**src/rtl/board_pkg.sv**
```systemverilog
// Board-level constants shared by the input-conditioning logic and its users.
package board_pkg;

  localparam int CLK_HZ        = 12_000_000;
  localparam int DEBOUNCE_20MS = CLK_HZ / 50;

  // Channel indices into the key_* vectors.
  localparam int KEY_START   = 0;
  localparam int KEY_RECOUNT = 1;
  localparam int KEY_SET0    = 2;
  localparam int KEY_SET1    = 3;
  localparam int KEY_SET2    = 4;

endpackage

```
**src/rtl/key_debounce_ch.sv**
```systemverilog
// One key channel: 2-FF synchroniser, polarity fix, stability counter,
// debounced level, press/release pulses and a press-toggled hold flag.
module key_debounce_ch
  import board_pkg::*;
#(
  parameter int DEBOUNCE_CYCLES = DEBOUNCE_20MS,
  parameter int ACTIVE_LOW      = 1
) (
  input  logic clk,
  input  logic rst,
  input  logic key_in,
  input  logic toggle_clr,
  output logic key_level,
  output logic key_press,
  output logic key_release,
  output logic key_toggle
);

  // Counter only ever reaches DEBOUNCE_CYCLES-1, so clog2 bits always suffice.
  localparam int CNT_W = $clog2(DEBOUNCE_CYCLES);
  localparam logic [CNT_W-1:0] CNT_TOP = CNT_W'(DEBOUNCE_CYCLES - 1);
  // Raw pin level meaning "not pressed"; synchroniser resets to it.
  localparam logic IDLE_LEVEL = (ACTIVE_LOW != 0);

  logic             sync1_reg, sync2_reg;
  logic [CNT_W-1:0] cnt_reg, cnt_next;
  logic             level_reg, level_next;
  logic             press_reg, press_next;
  logic             release_reg, release_next;
  logic             toggle_reg, toggle_next;
  logic             sample;

  // Two-flop synchroniser for the asynchronous pin.
  always_ff @(posedge clk) begin
    if (rst) begin
      sync1_reg <= IDLE_LEVEL;
      sync2_reg <= IDLE_LEVEL;
    end else begin
      sync1_reg <= key_in;
      sync2_reg <= sync1_reg;
    end
  end

  // Debounce decision: count consecutive disagreeing cycles, commit at the top value.
  always_comb begin
    cnt_next     = cnt_reg;
    level_next   = level_reg;
    press_next   = 1'b0;
    release_next = 1'b0;
    toggle_next  = toggle_reg;

    sample = (ACTIVE_LOW != 0) ? ~sync2_reg : sync2_reg;

    if (sample == level_reg) begin
      cnt_next = '0;
    end else if (cnt_reg == CNT_TOP) begin
      cnt_next     = '0;
      level_next   = sample;
      press_next   = sample;
      release_next = ~sample;
    end else begin
      cnt_next = cnt_reg + 1'b1;
    end

    // Clear wins over a coincident press; release leaves the flag alone.
    if (toggle_clr) begin
      toggle_next = 1'b0;
    end else if (press_next) begin
      toggle_next = ~toggle_reg;
    end
  end

  // Debounce state and registered outputs.
  always_ff @(posedge clk) begin
    if (rst) begin
      cnt_reg     <= '0;
      level_reg   <= 1'b0;
      press_reg   <= 1'b0;
      release_reg <= 1'b0;
      toggle_reg  <= 1'b0;
    end else begin
      cnt_reg     <= cnt_next;
      level_reg   <= level_next;
      press_reg   <= press_next;
      release_reg <= release_next;
      toggle_reg  <= toggle_next;
    end
  end

  assign key_level   = level_reg;
  assign key_press   = press_reg;
  assign key_release = release_reg;
  assign key_toggle  = toggle_reg;

endmodule

```
**src/rtl/key_conditioner.sv**
```systemverilog
// Conditions the raw board buttons/switches into clean clk-domain signals,
// one independent debounce channel per key.
module key_conditioner
  import board_pkg::*;
#(
  parameter int NUM_KEYS        = 5,
  parameter int DEBOUNCE_CYCLES = DEBOUNCE_20MS,
  parameter int ACTIVE_LOW      = 1
) (
  input  logic                clk,
  input  logic                rst,
  input  logic [NUM_KEYS-1:0] key_in,
  input  logic [NUM_KEYS-1:0] toggle_clr,
  output logic [NUM_KEYS-1:0] key_level,
  output logic [NUM_KEYS-1:0] key_press,
  output logic [NUM_KEYS-1:0] key_release,
  output logic [NUM_KEYS-1:0] key_toggle
);

  // Channels share nothing but the clock and reset.
  for (genvar gi = 0; gi < NUM_KEYS; gi++) begin : g_ch
    key_debounce_ch #(
      .DEBOUNCE_CYCLES(DEBOUNCE_CYCLES),
      .ACTIVE_LOW     (ACTIVE_LOW)
    ) u_ch (
      .clk        (clk),
      .rst        (rst),
      .key_in     (key_in[gi]),
      .toggle_clr (toggle_clr[gi]),
      .key_level  (key_level[gi]),
      .key_press  (key_press[gi]),
      .key_release(key_release[gi]),
      .key_toggle (key_toggle[gi])
    );
  end

endmodule

```
**config.mk**
```make
export PLATFORM = sky130hd
export DESIGN_NAME = key_conditioner
export DESIGN_NICKNAME = d
export VERILOG_FILES = /design/src/rtl/board_pkg.sv /design/src/rtl/key_debounce_ch.sv /design/src/rtl/key_conditioner.sv
export SDC_FILE = /design/constraint.sdc
export NUM_CORES = 1
export LEC_CHECK = 0
export BUFFER_PORTS_ARGS = -buffer_cell sky130_fd_sc_hd__buf_2
export CAP_MARGIN = 0
export CORE_ASPECT_RATIO = 0.9
export CORE_MARGIN = 4
export CORE_UTILIZATION = 30
export CTS_CLUSTER_SIZE = 14
export DETAILED_ROUTE_END_ITERATION = 8
export GPL_ROUTABILITY_DRIVEN = 0
export PLACE_DENSITY_LB_ADDON = 0.05
export SYNTH_ARGS = -nofsm -noshare
export SYNTH_HDL_FRONTEND = slang
export SYNTH_SLANG_ARGS = --single-unit
```
**constraint.sdc**
```tcl
create_clock -name clk -period 4.86 [get_ports clk]
set_clock_uncertainty 0.15 [all_clocks]
set_input_delay 0.243 -clock clk [delete_from_list [all_inputs] [get_ports clk]]
set_output_delay 0.243 -clock clk [all_outputs]
set_load 0.05 [all_outputs]
```
* Yosys cells after proc, flatten, opt, wreduce, memory -nomap -nowiden
Cells that the tools add are included.
** Operators by class
- $add $sub $neg :: 5
- Equality and inequality tests :: 10
- Mux-type cells :: 10
- Bitwise gates (word level) :: 20
- Reduce and logical (&&, ||, !) cells :: 20
** Operators with widths (count)
- adder 18 x 1 -> 18 bit (second input constant) :: 5
- == test 18 bit (second input constant) :: 5
- OR reduction 3 bit :: 10
- NOT 1 bit :: 20
- two-way mux 1 bit :: 10
- AND reduction 2 bit :: 5
- OR reduction 2 bit :: 5
- == test 1 bit :: 5
** Word-level totals
- Bits in registers :: 120
- Output and inout bits :: 20
- Word-level logic and storage cells :: 100

* Logic depth before layout (Yosys ltp)
- Depth after elaboration :: 4
- Mapped depth :: 8
- Depth with buffers taken out :: 5

* Hierarchy
A second synthesis with hierarchy kept.
** Second synthesis, totals
- Cells, all modules :: 560
- Area total of the unflattened synthesis :: 5061.1 um2
** By module, submodules not included
- key_debounce_ch :: times used 5, cells an instance 112, area each 1012.2 um2

* Worst setup path before layout
OpenSTA, ideal clock, no wires.
- Path type :: reg-to-reg
- Start point :: reg g_ch[4].u_ch.cnt_reg[0]
- End point :: reg g_ch[4].u_ch.cnt_reg[11]
- Setup time :: 0.064 ns
- Data arrival time :: 1.692 ns
- Path slack :: 2.954 ns
- Cell stages (with the launch flop) :: 9
- Buffers on the path :: 3
- Path through :: dfxtp_1 > ha_1 > and4_1 > clkbuf_1 > and3_1 > a21bo_2 > buf_4 > buf_4 > nor2_1
** On the way
- Word-level cells in the longest chain between the ends :: 2
- Elaborated cells on any way between the ends :: 3
- Those cells by class :: add/sub (1); eq/ne (1); reduce/logical (1)
** RTL lines
- start, declared :: line key_debounce_ch.sv:26 : logic [CNT_W-1:0] cnt_reg, cnt_next;
- start signal, assigned :: line key_debounce_ch.sv:82 : cnt_reg <= cnt_next;
- parallel branches: the longest is 2 deep, another holds adder 18 x 1 -> 18 bit
Several ways; the timed one is not identified.
A chain may end at the register's enable or synchronous reset.

* Worst setup path after layout
- Start point :: reg g_ch[0].u_ch.cnt_reg[0]
- End point :: reg g_ch[0].u_ch.cnt_reg[13]
** On the way
- Word-level cells in the longest chain between the ends :: 2
- Elaborated cells on any way between the ends :: 3
- Those cells by class :: add/sub (1); eq/ne (1); reduce/logical (1)
** RTL lines (line)
- start, declared :: key_debounce_ch.sv:26
- start signal, assigned :: key_debounce_ch.sv:82
- parallel branches: the longest is 2 deep, another holds adder 18 x 1 -> 18 bit
Several ways; the timed one is not identified.

==> flow_metrics.tcl <==
set metrics [dict create \
    syn_inst 607 \
    ir_drop_mv 0.2245 \
    grt_antenna_before_repair 0 \
    critical_path_class "register to register" \
    ys_seq_elements 120 \
    htreeDepth 4 \
    grt_max_degree 43 \
    netlist_area_um2 5304 \
    grt_pass1_wl_um 19190 \
    grt_usage_pct 11.94 \
    core-area_um2 17120 \
    worst_setup_path_end_kind "register" \
    cts-root-buf "clkbuf_16" \
    clock_latency_ns 0.41 \
    fillers 1741 \
    syn_nets 624 \
    dieArea_um2 19870 \
    ant_nets 0 \
    reg2reg_from "g_ch[0].u_ch.cnt_reg[0]" \
    hold_class "register to register" \
    ys.flop_type "dfxtp_1" \
    slew_headroom_pct 17.32 \
    yosysUniqueCellTypes 45 \
    layout-drive-gt1-share_pct 13.84 \
    cp_max_fo 17 \
    rsz0062_at_grt "no" \
    clock_sinks 120 \
    cap_violations 0 \
    vias 4121 \
    syn_area_per_cell_um2 8.738 \
    dr.pass1.iters 4 \
    p_per_area_nw_per_um2 363.9 \
    cts_buffers 17 \
    syn2layout_area_growth_pct 17.13 \
    clockBufferDepth 2 \
    seq_area_frac_synth_pct 45.29 \
    status "complete, no violations" \
    final_core_util_pct 36.29 \
    clkSlewWorstSetupHoldPaths_ns 0.05 \
    finalSetupTns_ns 0 \
    initial_core_util_pct 30.99 \
    dr.first_iter.drc_count 155 \
    wl_um 11320 \
    postCtsSetupBuffers 0 \
    io_pins 32 \
    crit_start "g_ch[0].u_ch.cnt_reg[0]" \
    mostFrequentLayoutCells "dfxtp_1, nor2_1, xnor2_1" \
    setup-violations-final 0 \
    timing.final.crit_share_pct 49.69 \
    leakagePower_nw 1.972 \
    cts_tree "yes" \
    cp_data_required_time_ns 4.95 \
    dp_hpwl_um 7819 \
    fmax_ghz 0.4141 \
    viasPerCell 4.694 \
    worst_pin_slew_ns 1.232 \
    startpoint_type "register" \
    dpl_cell_area_um2 5530 \
    grt_pass1_vias 3945 \
    cp.arrival_ns 2.51 \
    hold_violations 0 \
    die_w_um 148.2 \
    yosysWarnings 0 \
    final_common_cell "dfxtp_1" \
    drc 0 \
    maxSlewViolCount 0 \
    synth_edf_count 0 \
    rows 45 \
    async_flop_share_pct 0 \
    largest_reg_flops 90 \
    worstHoldStart "g_ch[2].u_ch.sync1_reg" \
    wl_per_cell_um 12.90 \
    min_period_ns 2.415 \
    gr-total-overflow 0 \
    final_nets 648 \
    io_buffers 31 \
    hold-worst-slack_ns 0.2581 \
    postLayoutCellArea_um2 6212 \
    dieHeight_um 134.1 \
    diodes 0 \
]
==> path summary, 6_finish.rpt <==
| check | endpoint | slack [ns] | depth (start not counted) |
|---|---|---|---|
| setup / recovery | g_ch[0].u_ch.cnt_reg[13] | 2.45 | 5 |
| hold / removal | g_ch[2].u_ch.sync2_reg | 0.26 | 1 |
| setup reg to reg | g_ch[0].u_ch.cnt_reg[13] | 2.45 | 5 |
| hold reg to reg | g_ch[2].u_ch.sync2_reg | 0.26 | 1 |
==> logic make-up (layout without fill, tap and decap cells) <==
logic type	Yosys count	count (layout)	synth area share, %
AND/OR/NAND/NOR	314	314	31.07
flip-flops	120	120	45.29
XOR/XNOR	68	68	11.23
buffers and inverters	51	87	5.332
AO/OA/AOI/OAI	43	43	4.765
multiplexers	6	6	1.132
adder cells (fa/ha/maj)	5	5	1.180
==> where the power goes <==
| part | switching, mW | internal, mW | leakage, nW | total, mW |
|---|---|---|---|---|
| clock | 0.434 | 0.800 | 0.291 | 1.23 |
| combinational | 0.0177 | 0.0159 | 0.712 | 0.0337 |
| sequential | 0.00315 | 0.990 | 0.969 | 0.993 |
==> critical path, stage by stage, from the launching register on <==
cell and delay, ns:
dfxtp_1 0.37, ha_1 0.23, and3_1 0.27, nand3_1 0.12
o21ai_1 0.97, nor2_1 0.13
==> cell usage after synthesis (10+ instances only) <==
master      n  area share (%)
nand2_1    32             2.3
nor4_1     18             2.1
nand4_1    29             3.4
nor2_1     95             6.7
or3_1      17             2.0
nand3_1    35             3.3
xor2_1     16             2.6
xnor2_1    52             8.6
buf_4      23             3.3
a21oi_1    22             2.1
and3_1     15             1.8
or2_2      17             2.0
inv_1      14            0.99
dfxtp_1   120              45
nor3_1     30             2.8
clkbuf_1   10            0.71
==> metal layers <==
metal  share of wire, %  wire [µm]  GRT usage (%)  vias to the layer above
met5                  0          0              0                        -
met4               0.81         92          3.540                        0
met3                3.6        402          4.122                        5
met2                 47       5300          19.35                       38
met1                 49       5527          15.08                     1928
li1                   -          -              -                     2150
==> layout make-up <==
| cell class | instances | area (µm²) | area share [%] |
|---|---|---|---|
| inverters | 14 | 52.55 | 0.8459 |
| clock buffers | 22 | 484.2 | 7.795 |
| well taps | 235 | 294.0 | 4.733 |
| multi-input cells | 436 | 2619 | 42.16 |
| flip-flops and latches | 120 | 2402 | 38.67 |
| repair buffers | 42 | 262.8 | 4.230 |
| clock inverters | 9 | 97.59 | 1.571 |
==> what timing repair did <==
item | CTS | global route
gates resized for setup | 0 | 0
hold buffers | 10 | 0
endpoints found under the hold margin | 10 | 0
==> through the flow <==
stage	power, mW	instances	worst slack, ns
final	2.261	878	2.445
after global routing	2.352	878	2.136
after CTS	2.306	878	2.419
after detailed placement	1.042	837	2.419
after global placement	1.041	837	2.489
after floorplan	1.031	607	2.954
(Power assumes the default switching activity.)
